<file path="config.mk">
export PLATFORM = sky130hd
export DESIGN_NAME = nist_test_sequencer
export DESIGN_NICKNAME = d
export VERILOG_FILES = /design/src/rtl/nist_pkg.sv /design/src/rtl/nist_sticky_status.sv /design/src/rtl/nist_test_sequencer.sv
export SDC_FILE = /design/constraint.sdc
export NUM_CORES = 1
export LEC_CHECK = 0
export ABC_AREA = 1
export CORE_MARGIN = 2
export CORE_UTILIZATION = 50
export CTS_CLUSTER_SIZE = 12
export DETAILED_ROUTE_END_ITERATION = 10
export GPL_TIMING_DRIVEN = 1
export PLACE_DENSITY = 0.75
export SYNTH_ARGS = -nofsm -noshare
export SYNTH_HDL_FRONTEND = slang
export SYNTH_HIERARCHICAL = 1
export SYNTH_SLANG_ARGS = --single-unit
</file>
<file path="constraint.sdc">
create_clock -name clk -period 1.63 [get_ports clk]
set_input_delay 0.2445 -clock clk [delete_from_list [all_inputs] [get_ports clk]]
set_output_delay 0.2445 -clock clk [all_outputs]
set_load 0.02 [all_outputs]
</file>
<file path="src/rtl/nist_pkg.sv">
// Shared types and constants for the NIST test sequencer.
package nist_pkg;

  typedef enum logic [2:0] {
    ST_IDLE   = 3'd0,
    ST_FLUSH  = 3'd1,
    ST_RUN    = 3'd2,
    ST_SNAP   = 3'd3,
    ST_REPORT = 3'd4
  } state_e;

  localparam int RES_SEQ_W        = 8;
  localparam int SEQ_BITS_DEFAULT = 14;

endpackage

</file>
<file path="src/rtl/nist_sticky_status.sv">
// Sticky per-test error flags: clear wins over capture, capture ORs in masked errors.
module nist_sticky_status #(
  parameter int N = 4
) (
  input  logic         clk,
  input  logic         rst,
  input  logic         clr_i,
  input  logic         cap_i,
  input  logic [N-1:0] mask_i,
  input  logic [N-1:0] err_i,
  output logic [N-1:0] flags_o,
  output logic         any_o
);

  logic [N-1:0] flags_q, flags_d;

  always_comb begin
    flags_d = flags_q;
    if (clr_i) begin
      flags_d = '0;
    end else if (cap_i) begin
      flags_d = flags_q | (err_i & mask_i);
    end
  end

  always_ff @(posedge clk or posedge rst) begin
    if (rst) begin
      flags_q <= '0;
    end else begin
      flags_q <= flags_d;
    end
  end

  assign flags_o = flags_q;
  assign any_o   = |flags_q;

endmodule

</file>
<file path="src/rtl/nist_test_sequencer.sv">
// Run controller for the NIST test engines: flush, forward 2^SEQ_BITS qualified bits,
// then present one sticky error word per run to the host over valid/ready.
module nist_test_sequencer
  import nist_pkg::*;
#(
  parameter int N_TESTS      = 4,
  parameter int SEQ_BITS     = SEQ_BITS_DEFAULT,
  parameter int FLUSH_CYCLES = 2
) (
  input  logic                 clk,
  input  logic                 rst,
  input  logic                 start,
  input  logic                 cont,
  input  logic                 abort,
  input  logic [N_TESTS-1:0]   test_en,
  input  logic                 rnd_in,
  input  logic                 rnd_valid,
  output logic [N_TESTS-1:0]   eng_rstn,
  output logic                 eng_bit,
  output logic                 eng_bit_en,
  input  logic [N_TESTS-1:0]   test_error,
  output logic                 busy,
  output logic                 res_valid,
  input  logic                 res_ready,
  output logic [N_TESTS-1:0]   res_err,
  output logic [RES_SEQ_W-1:0] res_seq,
  output logic                 fail_any
);

  localparam logic [SEQ_BITS:0] LAST_M1    = {1'b0, {SEQ_BITS{1'b1}}};
  localparam logic [3:0]        FLUSH_LAST = 4'(FLUSH_CYCLES - 1);

  state_e                 state_q;
  logic [N_TESTS-1:0]     en_q;
  logic [N_TESTS-1:0]     eng_rstn_q;
  logic                   eng_bit_q;
  logic                   eng_bit_en_q;
  logic                   res_valid_q;
  logic [RES_SEQ_W-1:0]   res_seq_q;
  logic [SEQ_BITS:0]      bit_cnt_q;
  logic [3:0]             flush_cnt_q;

  logic                   hs;
  logic                   flush_entry;
  logic                   sticky_clr;
  logic                   sticky_cap;
  logic [N_TESTS-1:0]     sticky;
  logic                   sticky_any;

  assign hs          = (state_q == ST_REPORT) & res_valid_q & res_ready;
  assign flush_entry = ~abort & (((state_q == ST_IDLE) & start) | (hs & cont));
  assign sticky_clr  = abort | flush_entry;
  // SNAP is included so an error raised on the cycle after the last bit still counts.
  assign sticky_cap  = (state_q == ST_RUN) | (state_q == ST_SNAP);

  nist_sticky_status #(.N(N_TESTS)) u_sticky (
    .clk     (clk),
    .rst     (rst),
    .clr_i   (sticky_clr),
    .cap_i   (sticky_cap),
    .mask_i  (en_q),
    .err_i   (test_error),
    .flags_o (sticky),
    .any_o   (sticky_any)
  );

  always_ff @(posedge clk or posedge rst) begin
    if (rst) begin
      state_q      <= ST_IDLE;
      en_q         <= '0;
      eng_rstn_q   <= '0;
      eng_bit_q    <= 1'b0;
      eng_bit_en_q <= 1'b0;
      res_valid_q  <= 1'b0;
      res_seq_q    <= '0;
      bit_cnt_q    <= '0;
      flush_cnt_q  <= '0;
    end else begin
      eng_bit_q    <= rnd_in;
      eng_bit_en_q <= 1'b0;
      if (abort) begin
        state_q     <= ST_IDLE;
        eng_rstn_q  <= '0;
        res_valid_q <= 1'b0;
      end else begin
        case (state_q)
          ST_IDLE: begin
            if (start) begin
              state_q     <= ST_FLUSH;
              en_q        <= test_en;
              flush_cnt_q <= '0;
              bit_cnt_q   <= '0;
            end
          end
          ST_FLUSH: begin
            if (flush_cnt_q == FLUSH_LAST) begin
              state_q    <= ST_RUN;
              eng_rstn_q <= en_q;
            end else begin
              flush_cnt_q <= flush_cnt_q + 4'd1;
            end
          end
          ST_RUN: begin
            if (rnd_valid) begin
              eng_bit_en_q <= 1'b1;
              bit_cnt_q    <= bit_cnt_q + 1'b1;
              if (bit_cnt_q == LAST_M1) begin
                state_q <= ST_SNAP;
              end
            end
          end
          ST_SNAP: begin
            state_q     <= ST_REPORT;
            res_valid_q <= 1'b1;
          end
          ST_REPORT: begin
            if (hs) begin
              res_valid_q <= 1'b0;
              res_seq_q   <= res_seq_q + 1'b1;
              eng_rstn_q  <= '0;
              if (cont) begin
                state_q     <= ST_FLUSH;
                en_q        <= test_en;
                flush_cnt_q <= '0;
                bit_cnt_q   <= '0;
              end else begin
                state_q <= ST_IDLE;
              end
            end
          end
          default: state_q <= ST_IDLE;
        endcase
      end
    end
  end

  assign eng_rstn   = eng_rstn_q;
  assign eng_bit    = eng_bit_q;
  assign eng_bit_en = eng_bit_en_q;
  assign busy       = (state_q == ST_FLUSH) | (state_q == ST_RUN) | (state_q == ST_SNAP);
  assign res_valid  = res_valid_q;
  assign res_err    = res_valid_q ? sticky : '0;
  assign res_seq    = res_seq_q;
  assign fail_any   = res_valid_q & sticky_any;

endmodule

</file>
# Word-level counts from Yosys, hierarchy flattened
# Index checks and enable logic that the tools add are counted.
# Widths: inputs -> output; s select.
[classes]
add_sub_neg = 3
multipliers = 0
n_div = 0
n_lt_le_gt_ge = 0
eq_ne = 16
n_shift = 0
n_mux = 35
bitwise = 14
n_reduce_logical = 15
[op_table]
columns = ["cell", "n"]
rows = [
  ["$mux 15", 4],
  ["$mux 4", 13],
  ["$pmux 15 s3", 1],
  ["$mux 3", 6],
  ["$pmux 4 s2", 2],
  ["$add 15x1->15 const B", 1],
  ["$eq 15x14->1 const B", 1],
  ["$pmux 3 s5", 1],
  ["$ne 3x3->1 const B", 4],
  ["$pmux 4 s3", 1],
  ["$reduce_and 6->1", 2],
  ["$reduce_bool 3->1", 4],
  ["$ne 2x2->1 const B", 5],
  ["$reduce_and 5->1", 2],
  ["$add 8x1->8 const B", 1],
  ["$and 1x1->1", 6],
  ["$eq 3x2->1 const B", 2],
  ["$mux 1", 6],
  ["$reduce_and 3->1", 2],
  ["$or 1x1->1", 5],
  ["$add 4x1->4 const B", 1],
  ["$and 4x4->4", 1],
  ["$eq 4x1->1 const B", 1],
  ["$or 4x4->4", 1],
  ["9 further kinds", 10],
]
[word_totals]
regBits = 45
latchBits = 0
ramBits = 0
romBits = 0
input_bits = 16
out_inout_bits = 21
word_cells = 93
mem_count = 0

# Longest topological paths before layout
[logic_depth]
word_depth = 8
mapped_depth = 10
mapped_depth_nobuf = 9

# Modules after synthesis
# Netlist, hierarchy kept.
[modules_own_cells]
columns = ["mod", "n_inst", "cells_each", "area_each_um2", "seq_area_each_um2"]
rows = [
  ["nist_test_sequencer", 1, 305, 2302.2, 1026.0],
  ["nist_sticky_status", 1, 18, 165.2, 100.1],
]

# Worst setup path before layout
# Ideal clock, no wire load.
[synth_path]
path_type = "reg-to-reg"
startpoint = "register res_valid_q (netlist: res_valid)"
endpoint = "register bit_cnt_q[5]"
setup_ns = 0.118
arrival_ns = 1.373
required_ns = 1.512
slack_ns = 0.140
path_stages_with_launch = 11
synth_period_minus_slack_ns = 1.490
cell_sequence = "dfrtp_1 > nand2_2 > inv_1 > nand2_1 > nand2_1 > nand2_1 > nor2_4 > inv_4 > buf_6 > nand2_1 > o21ai_2"
[synth_via]
elab_chain_len = 4
[synth_rtl]
columns = ["element", "line_no", "text"]
rows = [
  ["start: declaration", "nist_test_sequencer.sv:38", "logic res_valid_q;"],
  ["start signal: assignment", "nist_test_sequencer.sv:74", "res_valid_q <= 1'b0;"],
  ["start signal: assignment", "nist_test_sequencer.sv:84", "res_valid_q <= 1'b0;"],
  ["start signal: assignment", "nist_test_sequencer.sv:114", "res_valid_q <= 1'b1;"],
  ["$and 1x1->1 (2 in series)", "nist_test_sequencer.sv:50", "assign hs = (state_q == ST_REPORT) & res_valid_q & res_ready;"],
  ["$ne 2x2->1 (no source line)", "--", ""],
  ["$reduce_and 6->1 (no source line)", "--", ""],
  ["end signal: assignment", "nist_test_sequencer.sv:106", "bit_cnt_q <= bit_cnt_q + 1'b1;"],
  ["end: declaration", "nist_test_sequencer.sv:40", "logic [SEQ_BITS:0] bit_cnt_q;"],
]
# No other way between the ends.
# A chain may end at the register's enable or synchronous reset.

# Worst setup path after layout
[layout_path]
startpoint = "register res_seq_q[2] (netlist: res_seq[2])"
endpoint = "output port res_seq[2]"
[layout_lines]
columns = ["element", "line_no", "text"]
rows = [
  ["start: declaration", "nist_test_sequencer.sv:39", "logic [RES_SEQ_W-1:0] res_seq_q;"],
  ["start signal: assignment", "nist_test_sequencer.sv:119", "res_seq_q <= res_seq_q + 1'b1;"],
  ["end: declaration", "nist_test_sequencer.sv:26", "output logic [RES_SEQ_W-1:0] res_seq,"],
]
# No word-level cell between the ends.

==> metrics.md <==
| Metric | Value |
|---|---|
| Final-layout fill cell count | `396` |
| Vias in the first global route | `roughly 1.9k` |
| Initial antenna violation count | `0` |
| Worst reg2reg path startpoint | `state_q[1]$_DFFE_PP0P_` |
| Asr flop ratio synth | `1.00` |
| Achievable Freq | `around 630 MHz` |
| Antenna Cells | `0` |
| Crit Path Class | `reg2out` |
| R2R cell count | `9` |
| Clk sinks | `45` |
| Gpl congestion | `0.868` |
| Final slew viol count | `0` |
| First-pass GRT wire length | `8.46 mm` |
| CTS Buffer Depth | `2` |
| Die Y | `74.2 um` |
| Post-DP HPWL | `about 3.8 mm` |
| Post-route minimum period | `1.60 ns` |
| Nets | `400` |
| Routed Antenna Nets | `0` |
| Post-synthesis sequential area ratio | `0.456` |
| Post-route cell area | `roughly 3200 sq um` |
| Placed Cells incl. Taps | `439` |
| Hold Slack | `about 0.15 ns` |
| Ranking of synthesized cells by area | `dfrtp_1, nand2_1, nand3_1` |
| Placed Area | `between 3000 and 4000 sq um` |
| Pwr dens | `1220 nW/um^2` |
| Critical path arrival | `1.35 ns` |
| Peak VDD IR | `between 600 and 700 uV` |
| Max cap viols | `0` |
| Mapped cell area | `2470 sq um` |
| Row cnt | `25` |
| Top cell type's share of synthesized area | `0.456` |
| Largest net degree at the start of global routing | `42` |
| EDFF count, synth | `0` |
| Crit-path cells | `clkdlybuf4s50_1` |
| Synth area leader | `dfrtp_1` |
| Fin cells | `between 400 and 500` |
| FF+latch count, synth | `45` |
| Status | `completed` |
| Setup TNS | `0 ns` |
| Skew final | `0.00730 ns` |
| Synth unique cells | `31` |
| Most common cell in the netlist | `nand2_1` |
| R2R Setup Slk | `roughly 0.14 ns` |
| Final Cycle Share | `0.980` |
| Final hold violation count | `0` |
| Drt initial violations | `roughly 120` |
| PnR Total Power | `about 3.9 mW` |
| Share of post-route cells with drive strength above 1 | `0.134` |
| Top Ports | `37` |
| Worst skew pair latency | `around 0.30 ns` |
| Global route overflow | `0` |
| Vias | `approximately 2.2k` |
| Top delay family on crit path | `buffers and inverters` |
| Buf/Inv on CP | `1` |
| Max stage delay on crit path | `roughly 0.63 ns` |
| Crit end category | `output port` |
| Worst path slowest cell | `clkdlybuf4s50_1` |
| TritonCTS clock tree | `yes` |
| DR DRC count | `0` |
| Via density per instance | `roughly 4.9` |
| Area grow syn2layout | `29.0%` |
| WP data required | `approximately 1.4 ns` |
| DIE AREA | `~5500 sq um` |
| Routed len/inst | `~11 um` |
| Root Driver | `clkbuf_8` |
| Cells after Synth | `around 320` |
| Syn_nets | `343` |
| CTS clock-pin slew for the worst setup and hold paths | `about 0.09 ns` |
| Core area | `~4800 sq um` |
| Ys flop type | `dfrtp_1` |
| Worst hold-check path type | `in2async` |
| Die W | `around 74 um` |
| CP Max Fanout | `4` |
| Yosys warns | `6` |
| Least-Margin Pin Slew | `0.368 ns` |
| Post-synth top cells | `nand2_1, dfrtp_1, inv_1` |
| Avg Inst Size Synth | `roughly 7.6 sq um` |
| Final setup viols | `0` |
| Worst r2r dst | `bit_cnt_q[8]$_DFFE_PP0P_` |
| IO Port Bufs | `36` |
| Max transition margin | `0.753` |
| Leakage Power | `about 1.5 nW` |
| Total track usage | `0.201` |
| Initial Util | `0.519` |
| Final WL | `slightly above 5 mm` |
| Startpoint Class | `flip-flop` |
| DRT Pass-1 Iters | `4` |
| Inserted Clock Buffers | `5` |
| H-tree depth | `2` |
[layout by cell type (no fill, tap or decap), drive strengths merged, types with 2 or more instances in the layout]
cell / count
nand2: 109
dfrtp: 45
inv: 35
nand3: 30
nor2: 28
o21ai: 28
clkdlybuf4s50: 27
buf: 17
nand4: 9
xor2: 7
dlygate4sd2: 6
a21oi: 6
or2: 6
clkbuf: 5
ha: 4
nor3: 4
xnor2: 3
o21bai: 3
dlymetal6s2s: 3
bufinv: 2
[cell families (layout without fill, tap and decap cells)]
family          count (synthesis)  in the layout  share of synthesized area
xor+xnor                       10             10                     0.0355
buf+inv                        38             96                     0.0654
compound gates                 39             39                     0.0887
flops                          45             45                      0.456
simple gates                  187            187                      0.334
fa+ha+maj                       4              4                     0.0203
[sequential cells by signal (all words and copies together) (netlist names)]
name              count
flush_cnt_q           4
res_seq               8
res_valid             1
eng_bit_en            1
bit_cnt_q            15
u_sticky/flags_o      4
eng_bit               1
en_q                  4
state_q               3
eng_rstn              4
[worst reg2reg max path: stages, from the launching register on]
cell and delay (ns):
dfrtp_2 0.47, inv_2 0.13, nand2_2 0.10, nor2_2 0.17, nand2_1 0.07, nand2_1 0.11
nor2_4 0.05, buf_4 0.15, nand2_1 0.07, nand2_1 0.05
[what timing repair did]
action                                  4_1_cts  5_1_grt
setup buffers                                 0        1
resized for setup                             7       11
hold buffers                                  0        0
endpoints found under the setup margin        7       15
[cell type report]
class	instances	area, sq um	area share
clock buffers	5	68.8	0.0216
clock inverters	3	65.1	0.0204
inverters	35	136	0.0428
multi-input cells	240	1200	0.377
flip-flops and latches	45	1130	0.355
well taps	67	83.8	0.0263
repair buffers	53	500	0.157
[layer usage]
metal / GRT usage / up-vias / wire length (um)
met5: 0 / - / 0
met4: 0.0595 / 0 / 58
met3: 0.0461 / 5 / 252
met2: 0.306 / 54 / 2240
met1: 0.289 / 982 / 2490
li1: - / 1152 / -
[stage by stage]
step,utilization,setup slack (ns)
after global routing,0.669,-0.0100
after detailed placement,0.634,0.00133
after global placement,0.634,0.0213
after CTS,0.661,0.0166
final,0.669,0.0333
after floorplan,-,0.140
[worst max-delay path by stage]
| stage | cells after the start | startpoint | end | slack, ns |
|---|---|---|---|---|
| after CTS | 1 | res_seq[5]$_DFFE_PP0P_ | res_seq[5] | 0.02 |
| final | 1 | res_seq[2]$_DFFE_PP0P_ | res_seq[2] | 0.03 |
| after global routing | 9 | state_q[1]$_DFFE_PP0P_ | bit_cnt_q[4]$_DFFE_PP0P_ | -0.01 |
| after global placement | 10 | res_ready | bit_cnt_q[5]$_DFFE_PP0P_ | 0.02 |
| after detailed placement | 10 | res_ready | bit_cnt_q[10]$_DFFE_PP0P_ | 0.001 |
| after floorplan | 10 | res_valid$_DFFE_PP0P_ | bit_cnt_q[5]$_DFFE_PP0P_ | 0.14 |
[where the power goes]
group          internal (mW)  switching (mW)
clock network          0.609           0.375
registers               1.31           0.201
logic                  0.549           0.839
total                   2.47            1.42
Note: power is estimated with default switching activity, not from simulation.
